==> src/rtl/tcb_riscv_test_ctl_if.sv <==
// rtl/tcb_riscv_test_ctl_if.sv - load/store TCB bus interface for the test controller
interface tcb_riscv_test_ctl_if #(
  parameter int DAW = 22,
  parameter int DDW = 32,
  parameter int DBW = DDW/8
);
  logic           vld;
  logic           wen;
  logic [DAW-1:0] adr;
  logic [DBW-1:0] ben;
  logic [DDW-1:0] wdt;
  logic [DDW-1:0] rdt;
  logic           rdy;

  modport master (output vld, wen, adr, ben, wdt, input rdt, rdy);
  modport slave  (input vld, wen, adr, ben, wdt, output rdt, rdy);
endinterface

==> src/rtl/tcb_riscv_test_ctl.sv <==
// rtl/tcb_riscv_test_ctl.sv - RISC-V compliance test controller: signature, halt, timeout, console
module tcb_riscv_test_ctl #(
  parameter int          DAW = 22,
  parameter int          DDW = 32,
  parameter int unsigned TMO = 0,
  parameter int          DRN = 4,
  parameter logic [31:0] ID  = 32'h5250_0001
)(
  input  logic           clk,
  input  logic           rst,
  tcb_riscv_test_ctl_if.slave tcb,
  output logic [DDW-1:0] sig_begin,
  output logic [DDW-1:0] sig_end,
  output logic [DDW-2:0] halt_code,
  output logic           timeout,
  output logic           done,
  output logic           putc_vld,
  output logic [7:0]     putc_dat
);
  localparam int DBW = DDW/8;
  localparam int ALW = $clog2(DBW);
  localparam logic [7:0] DRN_M1 = 8'(DRN-1);

  typedef enum logic [1:0] {
    ST_RUN   = 2'd0,
    ST_DRAIN = 2'd1,
    ST_DONE  = 2'd2
  } state_t;

  state_t         state_q, state_d;
  logic [DDW-1:0] sig_begin_q, sig_begin_d;
  logic [DDW-1:0] sig_end_q, sig_end_d;
  logic [DDW-2:0] halt_code_q, halt_code_d;
  logic [DDW-1:0] cycle_q, cycle_d;
  logic [DDW-1:0] tmo_q, tmo_d;
  logic [DDW-1:0] rdt_q, rdt_d;
  logic [7:0]     cnt_q, cnt_d;
  logic           timeout_q, timeout_d;
  logic           putc_vld_q, putc_vld_d;
  logic [7:0]     putc_dat_q, putc_dat_d;

  logic       wr, rd, halt_req, tmo_hit;
  logic [2:0] idx;
  logic       unused_adr;

  assign tcb.rdy    = 1'b1;
  assign idx        = tcb.adr[ALW+2:ALW];
  assign wr         = tcb.vld & tcb.rdy & tcb.wen;
  assign rd         = tcb.vld & tcb.rdy & ~tcb.wen;
  assign unused_adr = ^{tcb.adr[DAW-1:ALW+3], tcb.adr[ALW-1:0]};

  function automatic logic [DDW-1:0] bmerge(input logic [DDW-1:0] old,
                                            input logic [DDW-1:0] nw,
                                            input logic [DBW-1:0] ben);
    logic [DDW-1:0] r;
    r = old;
    for (int b = 0; b < DBW; b++)
      if (ben[b]) r[8*b +: 8] = nw[8*b +: 8];
    return r;
  endfunction

  always_comb begin
    state_d     = state_q;
    sig_begin_d = sig_begin_q;
    sig_end_d   = sig_end_q;
    halt_code_d = halt_code_q;
    cycle_d     = cycle_q;
    tmo_d       = tmo_q;
    rdt_d       = rdt_q;
    cnt_d       = cnt_q;
    timeout_d   = timeout_q;
    putc_vld_d  = 1'b0;
    putc_dat_d  = putc_dat_q;

    if (wr && idx == 3'd0) sig_begin_d = bmerge(sig_begin_q, tcb.wdt, tcb.ben);
    if (wr && idx == 3'd1) sig_end_d   = bmerge(sig_end_q, tcb.wdt, tcb.ben);
    if (wr && idx == 3'd4) tmo_d       = bmerge(tmo_q, tcb.wdt, tcb.ben);
    if (wr && idx == 3'd5 && tcb.ben[0]) begin
      putc_vld_d = 1'b1;
      putc_dat_d = tcb.wdt[7:0];
    end

    if (state_q == ST_RUN && cycle_q != '1) cycle_d = cycle_q + DDW'(1);

    // Timeout compares against the upcoming count so DRAIN starts on the edge CYCLE hits the limit.
    halt_req = wr && idx == 3'd2 && tcb.ben[0] && tcb.wdt[0] && state_q == ST_RUN;
    tmo_hit  = state_q == ST_RUN && tmo_q != '0 && cycle_d == tmo_q;

    case (state_q)
      ST_RUN: begin
        if (halt_req) begin
          state_d     = ST_DRAIN;
          halt_code_d = tcb.wdt[DDW-1:1];
          cnt_d       = DRN_M1;
        end else if (tmo_hit) begin
          state_d   = ST_DRAIN;
          timeout_d = 1'b1;
          cnt_d     = DRN_M1;
        end
      end
      ST_DRAIN: begin
        if (cnt_q == 8'd0) state_d = ST_DONE;
        else               cnt_d   = cnt_q - 8'd1;
      end
      ST_DONE:  state_d = ST_DONE;
      default:  state_d = ST_RUN;
    endcase

    if (rd) begin
      case (idx)
        3'd0:    rdt_d = sig_begin_q;
        3'd1:    rdt_d = sig_end_q;
        3'd2:    rdt_d = {halt_code_q, state_q != ST_RUN};
        3'd3:    rdt_d = cycle_q;
        3'd4:    rdt_d = tmo_q;
        3'd6:    rdt_d = {{(DDW-4){1'b0}}, state_q == ST_DONE, timeout_q, state_q};
        3'd7:    rdt_d = DDW'(ID);
        default: rdt_d = '0;
      endcase
    end
  end

  always_ff @(posedge clk or negedge rst) begin
    if (!rst) begin
      state_q     <= ST_RUN;
      sig_begin_q <= '0;
      sig_end_q   <= '0;
      halt_code_q <= '0;
      cycle_q     <= '0;
      tmo_q       <= DDW'(TMO);
      rdt_q       <= '0;
      cnt_q       <= '0;
      timeout_q   <= 1'b0;
      putc_vld_q  <= 1'b0;
      putc_dat_q  <= '0;
    end else begin
      state_q     <= state_d;
      sig_begin_q <= sig_begin_d;
      sig_end_q   <= sig_end_d;
      halt_code_q <= halt_code_d;
      cycle_q     <= cycle_d;
      tmo_q       <= tmo_d;
      rdt_q       <= rdt_d;
      cnt_q       <= cnt_d;
      timeout_q   <= timeout_d;
      putc_vld_q  <= putc_vld_d;
      putc_dat_q  <= putc_dat_d;
    end
  end

  assign tcb.rdt   = rdt_q;
  assign sig_begin = sig_begin_q;
  assign sig_end   = sig_end_q;
  assign halt_code = halt_code_q;
  assign timeout   = timeout_q;
  assign done      = state_q == ST_DONE;
  assign putc_vld  = putc_vld_q;
  assign putc_dat  = putc_dat_q;
endmodule

==> src/flat_wrapper.sv <==
// flat-port wrapper written by rule: the top's interface ports become plain ports
module tcb_riscv_test_ctl_flat 
#(
  parameter int          DAW = 22,
  parameter int          DDW = 32,
  parameter int unsigned TMO = 0,
  parameter int          DRN = 4,
  parameter logic [31:0] ID  = 32'h5250_0001
)
  (clk, rst, sig_begin, sig_end, halt_code, timeout, done, putc_vld, putc_dat, tcb_vld, tcb_wen, tcb_adr, tcb_ben, tcb_wdt, tcb_rdt, tcb_rdy);
  tcb_riscv_test_ctl_if #(.DAW(DAW), .DDW(DDW)) tcb_i ();
  input  logic clk;
  input  logic rst;
  output logic [DDW-1:0] sig_begin;
  output logic [DDW-1:0] sig_end;
  output logic [DDW-2:0] halt_code;
  output logic timeout;
  output logic done;
  output logic putc_vld;
  output logic [7:0] putc_dat;
  input wire logic [$bits(tcb_i.vld)-1:0] tcb_vld;
  input wire logic [$bits(tcb_i.wen)-1:0] tcb_wen;
  input wire logic [$bits(tcb_i.adr)-1:0] tcb_adr;
  input wire logic [$bits(tcb_i.ben)-1:0] tcb_ben;
  input wire logic [$bits(tcb_i.wdt)-1:0] tcb_wdt;
  output wire logic [$bits(tcb_i.rdt)-1:0] tcb_rdt;
  output wire logic [$bits(tcb_i.rdy)-1:0] tcb_rdy;
  assign tcb_i.vld = tcb_vld;
  assign tcb_i.wen = tcb_wen;
  assign tcb_i.adr = tcb_adr;
  assign tcb_i.ben = tcb_ben;
  assign tcb_i.wdt = tcb_wdt;
  assign tcb_rdt = tcb_i.rdt;
  assign tcb_rdy = tcb_i.rdy;
  tcb_riscv_test_ctl #(.DAW(DAW), .DDW(DDW), .TMO(TMO), .DRN(DRN), .ID(ID)) u_core (.clk(clk), .rst(rst), .tcb(tcb_i), .sig_begin(sig_begin), .sig_end(sig_end), .halt_code(halt_code), .timeout(timeout), .done(done), .putc_vld(putc_vld), .putc_dat(putc_dat));
endmodule
==> config.mk <==
export PLATFORM = sky130hd
export DESIGN_NAME = tcb_riscv_test_ctl_flat
export DESIGN_NICKNAME = d
export VERILOG_FILES = /design/src/rtl/tcb_riscv_test_ctl_if.sv /design/src/rtl/tcb_riscv_test_ctl.sv /design/src/flat_wrapper.sv
export SDC_FILE = /design/constraint.sdc
export NUM_CORES = 1
export LEC_CHECK = 0
export BUFFER_PORTS_ARGS = -buffer_cell sky130_fd_sc_hd__buf_2
export CAP_MARGIN = 0
export CORE_MARGIN = 5
export CORE_UTILIZATION = 35
export CTS_BUF_LIST = sky130_fd_sc_hd__clkbuf_4 sky130_fd_sc_hd__clkbuf_8
export DETAILED_ROUTE_END_ITERATION = 8
export PLACE_DENSITY = 0.53
export SETUP_SLACK_MARGIN = 0.02
export SYNTH_ARGS = -nofsm -noshare
export SYNTH_HDL_FRONTEND = slang
export SYNTH_SLANG_ARGS = --single-unit
==> constraint.sdc <==
create_clock -name clk -period 3 [get_ports clk]
set_input_delay 0.15 -clock clk [delete_from_list [all_inputs] [get_ports clk]]
set_output_delay 0.15 -clock clk [all_outputs]
set_load 0.01 [all_outputs]
==> results of run 1 <==
## state kept, by name, indices dropped and copies added, names as in the netlist
name and cells:
u_core.cnt_q 8, u_core.cycle_q 32, u_core.halt_code 31, u_core.putc_dat 8, u_core.putc_vld 1, u_core.sig_begin 32, u_core.sig_end 32, u_core.state_q 2
u_core.tcb.rdt 32, u_core.timeout 1, u_core.tmo_q 32
## worst reg2reg max path, delay by kind of cell (launching register included)
family / cells / cell delay, ns
AOI/OAI and AO/OA: 3 / 0.50
buffers and inverters: 4 / 0.71
DFF: 1 / 0.42
and+or+nand+nor: 6 / 1.26
xor gates and xnor gates: 1 / 0.16
## through the flow
step / instance area [µm²] / hold WS, ns / util, % / setup TNS [ns] / instances
floorplan: 10900 / -0.1456 / - / 0 / 1006
global placement: 13340 / 0.2974 / 43.61 / -3.505 / 1687
detailed placement: 13340 / 0.2873 / 43.61 / -4.805 / 1687
CTS: 14750 / 0.1130 / 48.22 / -1.382 / 1795
global route: 14870 / 0.1260 / 48.60 / -2.479 / 1800
finish: 14870 / 0.1369 / 48.60 / -1.574 / 1800
## synthesized netlist by cell type, types with 18 or more instances
cell type	number	share of area, %
a21oi_1	19	0.88
a221oi_1	30	2.4
clkbuf_1	38	1.3
dfrtp_1	211	49
inv_1	24	0.83
mux2_2	137	14
mux2i_1	28	2.6
nand2_1	104	3.6
nand3_1	20	0.92
nand4_1	21	1.2
nor2_1	34	1.2
nor3_1	18	0.83
nor4_1	22	1.3
o21ai_0	76	3.5
xnor2_1	30	2.4
xor2_1	22	1.8
## power groups by stage
stage	clock network (mW)	logic [mW]	registers, mW
finish	3.20	2.76	3.81
global route	3.42	3.04	3.86
CTS	3.30	2.74	3.80
detailed placement	0	2.64	3.84
global placement	0	2.63	3.83
floorplan	0	1.34	3.85
## per-layer routing
| metal | up-vias | global-route usage [%] | wire (µm) |
|---|---|---|---|
| li1 | 4428 | - | - |
| met1 | 4712 | 29.77 | 16940 |
| met2 | 341 | 35.46 | 18020 |
| met3 | 101 | 3.909 | 2218 |
| met4 | 8 | 7.374 | 1332 |
| met5 | - | 0 | 61 |
## worst paths after layout
kind,start,endpoint
worst max-delay path,u_core.cycle_q[9],u_core.cnt_q[3]
worst min-delay path,tcb_adr[2],u_core.tcb.rdt[2]
worst max register to register,u_core.cycle_q[9],u_core.cnt_q[3]
worst min register to register,u_core.tcb.rdt[8],u_core.tcb.rdt[8]
max in group asynchronous,rst,u_core.cycle_q[21]
min in group asynchronous,rst,u_core.putc_dat[4]
## layout by cell type (no fill, tap or decap), types with 10 or more instances in the layout
master         count
dlygate4sd3_1     33
buf_4            173
nor4_1            20
mux2_2           137
nor2b_1           12
inv_1             22
nand3_1           17
nor3_1            16
a221oi_1          28
a21oi_1           19
nand4_1           21
xnor2_1           27
xor2_1            18
mux2i_1           28
dfrtp_1          210
buf_2            179
nand2_1          103
clkbuf_8          54
nor2_1            32
o21ai_0           74
nand2b_1          10
## cell families after synthesis
kind of cell | count (synthesis)
compound gates | 189
buf+inv | 88
xor+xnor | 52
mux | 168
flops | 211
fa+ha+maj | 6
other cells | 1
simple gates | 291
## what timing repair did
action / 4_1_cts / 5_1_grt
endpoints found under the setup margin: 11 / 11
hold endpoints to repair: 221 / 0
hold buffers: 33 / 0
gates cloned: 1 / 0
resized for setup: 28 / 14
setup buffers: 3 / 5
pin swaps: 9 / 15
## final cells by class
| cell class | instances | area share, % |
|---|---|---|
| inverters | 24 | 0.6060 |
| clock buffers | 61 | 5.311 |
| well taps | 396 | 3.333 |
| repair buffers | 391 | 17.63 |
| clock inverters | 10 | 0.8838 |
| multi-input cells | 707 | 36.71 |
| flip-flops and latches | 211 | 35.53 |
==> results.toml, run 1 <==
[sta]
setup_violations = 10
max_freq_mhz = 313.4
slew_viol_final = 0
finClkSkew_ns = 0.02033
fin_crit_sh_pct = 106.3
setup_slack_ns = -0.1905
finalHoldViolations = 0
tightest_slew_ns = 1.052
slew_headroom_pct = 29.26
rsz0062_at_grt = "yes"
min_period_ns = 3.190

[setup_path]
cp_cell_sequence = "and4_1 > nand4_1 > buf_4 > buf_4 > nor3_4 > buf_4 > nor3_1 > xor2_1 > o2bb2ai_1 > nor4_1 > and4_4 > buf_6 > o22ai_1 > a21bo_1"
crit_family = "simple AND/OR/NAND/NOR gates"
required_ns = 3.42
arrival_ns = 3.61
crit_fanout = 7
path_class = "flop to flop"
reg2reg_slack_ns = -0.19
start_kind = "flop"
slowest_stage = "dfrtp_1"
cpPeakStageDelay_ns = 0.42
rr_worst_depth = 14
crit_top_cell = "buf_4"
end_kind = "flop"
cp.depth = 14
cp.buffers_inverters = 4

[routing]
routed_wl_um = 38580
vias = 9590
drc = 0
wl_per_cell_um = 21.43
drt_iter0_drc = 513
viasPerCell = 5.328
drtPass1Iterations = 5
drtAntennaViolNets = 0

[pwr]
combinationalPowerShare_pct = 28.3
p_per_area_nw_per_um2 = 657.5
internal_power_mw = 6.620
p_leak_nw = 7.238
swShare_pct = 32.27
seqPwrFrac_pct = 39.0
p_clk_share_pct = 32.8
total_power_mw = 9.774
switchingPower_mw = 3.154
vdd_drop_max_v = 0.0003070

[yosys]
synth_ff_type = "dfrtp_1"
ys_types = 69
async_flop_share_pct = 100.0
syn_nets = 1074
synth_seq_area_share_pct = 48.61
synth_area_um2 = 10860
yosys.area_share.simple_pct = 14.20
avgSynthCellArea_um2 = 10.80
ys_seq_elements = 211
yosys_warnings = 0
synth_cells = 1006
synth_top_family_by_area = "multiplexers"
synth_compound_area_share_pct = 11.54
synth_edf_count = 0
synth.area.mux_share_pct = 17.30
synthXorXnorAreaFrac_pct = 4.193
synth_fa_ha_area_share_pct = 0.6911

[global_routing]
grt_overflow_total = 0
grt_pass1_vias = 9801
grt_max_degree = 90
grt_pass1_wl_um = 58500
grt_antenna_before_repair = 4
grt_usage_pct = 21.86

[run_status]
violations = "negative setup slack"
outcome = "finished, violations left"

[clock_network]
numCtsBuffers = 39
cts-htree-levels = 2
worstSkewPairLatency_ns = 0.54
cts_sinks = 211
clk_pin_slew_ns = 0.07
cts-root-buf = "clkbuf_8"
cts_buffer_depth = 3
cts_tree = "done"

[layout]
drive_gt1_share_pct = 44.02
area_growth_pct = 36.85
seqCellArea_um2 = 5281
fillers = 2898
multi_input_area_um2 = 5456
nets = 1442
diodes = 0

[floorplan]
die_x_um = 186.2
ios = 201
core_um2 = 30590
fp.dieH_um = 186.2
row_count = 64
dieArea_um2 = 34660
initial_utilization_pct = 35.51

[job]
maxCapViolations = 0

[min_path]
hold_path_class = "input port to flop"
hold_depth = 3

[place]
dp_hpwl_um = 28360
pre_cts_slack_ns = -0.5038
gp_congestion = 0.9842
io_buffers = 180
Power figures use the tool's default switching activity.
==> inputs of run 2 (changes only) <==
Settings changed: SLEW_MARGIN set to 20.
Clock period 3 ns to 2.9 ns, I/O delays scaled along.
==> run 2 against run 1 <==
Against the previous run:
- the flow still finishes with violations (negative setup slack)
- critical path depth rose by 2
- die area did not move
- count of clock-buffer cells in the layout rose by 3
- non-clock buffer count rose by 15
- maximum frequency fell by 0.21%
- core utilization rose by 0.52 points
- first-iteration DRC count rose by 14%
- sequential cell count did not move
- worst hold slack got worse by 0.0049 ns
- sequential power rose by 3%
- critical path type unchanged
- highest routed layer unchanged
==> results.toml, run 2 (synthesis results as in run 1) <==
[setup_path]
path_class = "flop to flop"
rr_worst_depth = 16
cpPeakStageDelay_ns = 0.39
cp_cell_sequence = "inv_2 > ha_4 > buf_6 > nand4_4 > buf_6 > buf_4 > or2_4 > and3_4 > nor4_2 > nand4_1 > nor4_1 > and4_1 > and4_4 > buf_6 > o21ai_1 > a32o_2"
slowest_stage = "dfrtp_1"
crit_fanout = 6
end_kind = "flop"
start_kind = "flop"
required_ns = 3.31
arrival_ns = 3.61
crit_top_cell = "buf_6"

[floorplan]
initial_utilization_pct = 35.51
dieArea_um2 = 34660
core_um2 = 30590
ios = 201
row_count = 64
die_x_um = 186.2
fp.dieH_um = 186.2

[sta]
slew_headroom_pct = 35.44
hold-worst-slack_ns = 0.1320
finClkSkew_ns = 0.01515
max_freq_mhz = 312.8
rsz0062_at_grt = "yes"
min_period_ns = 3.197
fin_crit_sh_pct = 110.3
setup_slack_ns = -0.2973
slew_viol_final = 0
finalSetupTns_ns = -2.775
finalHoldViolations = 0
tightest_slew_ns = 0.9595
setup_violations = 11

[routing]
drc = 0
drtAntennaViolNets = 0
routed_wl_um = 38980
vias = 9597
drt_iter0_drc = 587
drtPass1Iterations = 6
viasPerCell = 5.291
wl_per_cell_um = 21.49

[global_routing]
grt_antenna_before_repair = 4
grt_overflow_total = 0
grt_pass1_vias = 9679
grt_max_degree = 83
grt_usage_pct = 22.05
grt_pass1_wl_um = 58760

[pwr]
seqPwrFrac_pct = 38.1
internal_power_mw = 6.976
vdd_drop_max_v = 0.0004180
combinationalPowerShare_pct = 30.2
p_clk_share_pct = 31.7
total_power_mw = 10.28
p_leak_nw = 7.314
switchingPower_mw = 3.309
p_per_area_nw_per_um2 = 684.5
swShare_pct = 32.18

[layout]
area_growth_pct = 38.32
nets = 1458
fillers = 2877
final_common_cell = "dfrtp_1"
final_cell_mix = "211 x dfrtp_1, 182 x buf_4, 179 x buf_2, 137 x mux2_2, 104 x nand2_1"
finalInstanceArea_um2 = 15030
drive_gt1_share_pct = 45.10

[run_status]
violations = "negative setup slack"
outcome = "finished, violations left"

[place]
post_dp_cell_area_um2 = 13360
dp_hpwl_um = 28980
io_buffers = 180
gp_congestion = 0.9655

[clock_network]
clk_pin_slew_ns = 0.05
cts-htree-levels = 2
cts_tree = "done"
cts_sinks = 211
worstSkewPairLatency_ns = 0.54
numCtsBuffers = 40
cts-root-buf = "clkbuf_8"
cts_buffer_depth = 3

[min_path]
hold_depth = 3
hold_path_class = "input port to flop"

[job]
maxCapViolations = 0
## run 2: path summary, 6_finish.rpt
kind	slack, ns	to	start
setup / recovery	-0.30	u_core.cnt_q[7]	u_core.state_q[1]
hold / removal	0.13	u_core.tcb.rdt[29]	tcb_adr[4]
setup reg to reg	-0.30	u_core.cnt_q[7]	u_core.state_q[1]
hold reg to reg	0.47	u_core.tcb.rdt[6]	u_core.tcb.rdt[6]
max in group asynchronous	1.79	u_core.tcb.rdt[28]	rst
min in group asynchronous	0.23	u_core.putc_vld	rst
## run 2: repair_timing
action	CTS	global route
gates cloned	1	0
setup buffers	6	16
endpoints found under the setup margin	11	11
hold buffers	33	0
gates resized for setup	18	46
pin swaps	11	29
hold endpoints to repair	214	0
## run 2: cell type report
class | count | area, µm² | area share (%)
Multi-Input combinational cell | 707 | 5514 | 36.70
Sequential cell | 211 | 5280 | 35.14
Timing Repair Buffer | 406 | 2748 | 18.29
Clock buffer | 64 | 793.3 | 5.279
Tap cell | 396 | 495.5 | 3.298
Clock inverter | 5 | 102.6 | 0.6828
Inverter | 24 | 90.09 | 0.5995
Antenna cell | 1 | 2.502 | 0.01665
## run 2: routing by layer
layer	wire (µm)	GRT usage, %
met5	33	0
met4	1316	7.607
met3	2117	3.851
met2	18050	34.91
met1	17460	30.72
## run 2: power groups by stage
stage               Clock [mW]  Combinational, mW  Sequential (mW)
CTS                       3.37               3.00             3.91
global route              3.50               3.38             3.97
global placement             0               2.81             3.94
floorplan                    0               1.41             3.99
detailed placement           0               2.84             3.95
finish                    3.26               3.10             3.92
## run 2: critical path: cells and delay by family (launching register included)
| family | cells | cell delay, ns |
|---|---|---|
| compound gates | 2 | 0.28 |
| buf+inv | 5 | 0.60 |
| fa+ha+maj | 1 | 0.14 |
| simple gates | 8 | 1.66 |
| flops | 1 | 0.39 |
## run 2: metrics by stage
stage	setup WS, ns	std cells	utilization [%]
after floorplan	-0.05513	1006	-
after global placement	-0.5450	1689	43.68
after detailed placement	-0.5808	1689	43.68
after CTS	-0.4461	1798	48.07
after global routing	-0.4143	1814	49.12
final	-0.2973	1814	49.12
==> inputs of run 3 (changes only) <==
Settings changed: PLACE_DENSITY 0.53 to not set.
==> run 3 against run 2 <==
Against the previous run:
- the run still ends with negative setup slack left
- non-clock buffer count shrank 16
- count of clock-buffer cells in the layout shrank 8
- sequential power is essentially flat
- design area shrank 2.2%
- combinational power shrank 5%
- critical path type unchanged
- clock skew grew 0.0064 ns
- largest power group unchanged
- routed wire length shrank 0.64%
==> results.toml, run 3 (synthesis results as in run 1) <==
[layout]
fillers = 2935
final_common_cell = "dfrtp_1"
area_growth_pct = 35.33
final_cell_mix = "210 x dfrtp_1, 179 x buf_2, 171 x buf_4, 137 x mux2_2, 103 x nand2_1"
diodes = 0
final_core_util_pct = 48.06
drive_gt1_share_pct = 43.59
final_cell_count_no_fill = 1793
nets = 1441

[sta]
slew_headroom_pct = 39.13
tightest_slew_ns = 0.9047
hold-worst-slack_ns = 0.09787
min_period_ns = 3.187
setup_slack_ns = -0.2874
setup_violations = 11
max_freq_mhz = 313.7
slew_viol_final = 0
finalHoldViolations = 0
rsz0062_at_grt = "yes"
finClkSkew_ns = 0.02154
fin_crit_sh_pct = 109.9

[pwr]
p_leak_nw = 7.171
p_per_area_nw_per_um2 = 663.5
vdd_drop_max_v = 0.0003834

[global_routing]
grt_pass1_vias = 9933
grt_usage_pct = 22.12
grt_overflow_total = 0
grt_pass1_wl_um = 59330
grt_max_degree = 89
grt_antenna_before_repair = 2

[setup_path]
cp_cell_sequence = "inv_2 > ha_4 > nand4_4 > or4_4 > a211oi_4 > xor2_2 > a22o_1 > a2111oi_2 > and4_1 > and4_4 > o21ai_1 > mux2_1"
timing.rr.start = "u_core.state_q[0]"
reg2reg_slack_ns = -0.29
cpPeakStageDelay_ns = 0.49
cp-startpoint = "u_core.state_q[0]"
r2r-end = "u_core.state_q[1]"
start_kind = "flop"
cp.depth = 12
crit_fanout = 5
rr_worst_depth = 12
crit_family = "simple AND/OR/NAND/NOR gates"
required_ns = 3.32
endpoint = "u_core.state_q[1]"
end_kind = "flop"
path_class = "flop to flop"
slowest_stage = "or4_4"
cp.buffers_inverters = 1
arrival_ns = 3.60

[place]
place_inst = 1679
io_buffers = 180
dp_hpwl_um = 29120
pre_cts_slack_ns = -0.6361
gp_congestion = 1.015

[run_status]
violations = "negative setup slack"
outcome = "finished, violations left"

[clock_network]
numCtsBuffers = 39
cts-root-buf = "clkbuf_8"
worstSkewPairLatency_ns = 0.54
cts_sinks = 211
clk_pin_slew_ns = 0.06
cts_tree = "done"
cts-htree-levels = 2
cts_buffer_depth = 3

[floorplan]
ios = 201
dieArea_um2 = 34660
fp.dieH_um = 186.2
initial_utilization_pct = 35.51
core_um2 = 30590
row_count = 64
die_x_um = 186.2

[routing]
vias = 9584
drc = 0
drtPass1Iterations = 7
drtAntennaViolNets = 0
routed_wl_um = 38730
viasPerCell = 5.345
wl_per_cell_um = 21.60
drt_iter0_drc = 545

[min_path]
hold_path_class = "input port to flop"

[job]
maxCapViolations = 0
-- run 3: worst min path at each step --
stage                from                 end  cells past startpoint
6_report       tcb_adr[2]   u_core.tcb.rdt[2]                      3
5_1_grt               rst   u_core.sig_end[3]                      2
4_1_cts        tcb_adr[2]   u_core.tcb.rdt[2]                      3
3_5_place_dp          rst  u_core.putc_dat[3]                      1
3_3_place_gp          rst  u_core.putc_dat[3]                      1
2_1_floorplan         rst     u_core.cnt_q[0]                      0
-- run 3: worst reg2reg max path, stage by stage, from the launching register on --
cell	delay (ns)
dfrtp_1	0.40
inv_2	0.09
ha_4	0.17
nand4_4	0.14
or4_4	0.49
a211oi_4	0.31
xor2_2	0.13
a22o_1	0.23
a2111oi_2	0.20
and4_1	0.23
and4_4	0.27
o21ai_1	0.10
mux2_1	0.33
-- run 3: final cells by class --
cell class                 instances  area (µm²)  share of cell area [%]
multi-input combinational        707        5421                   36.88
inverter                          24       90.09                  0.6128
sequential                       211        5281                   35.93
clock buffer                      56       708.2                   4.817
timing repair buffer             390        2626                   17.87
tap                              396       495.5                   3.371
clock inverter                     9       77.57                  0.5277
-- run 3: repair_timing --
item / 4_1_cts / 5_1_grt
endpoints found under the setup margin: 11 / 11
hold buffers: 33 / 0
gates cloned: 1 / 0
buffers inserted: 9 / 6
pin swaps: 12 / 7
gates resized for setup: 16 / 17
hold endpoints to repair: 188 / 0
-- run 3: routing by layer --
metal	global-route usage (%)	part of all wire, %
met3	4.123	6.2
met1	30.22	44
met5	0	0.065
met4	5.275	1.8
met2	36.73	48
-- run 3: where the power goes --
part | leakage (nW) | internal, mW | switching (mW)
Sequential | 2.77 | 3.45 | 0.475
Clock | 0.411 | 1.65 | 1.25
Combinational | 3.99 | 1.41 | 1.52
Total | 7.17 | 6.52 | 3.24
-- run 3: per-stage QoR --
stage | total power, mW | cell area, µm² | setup TNS (ns)
floorplan | 5.400 | 10930 | -0.3086
global placement | 6.721 | 13310 | -4.630
detailed placement | 6.768 | 13310 | -6.283
CTS | 9.805 | 14570 | -2.763
global route | 10.31 | 14700 | -3.917
finish | 9.753 | 14700 | -2.512
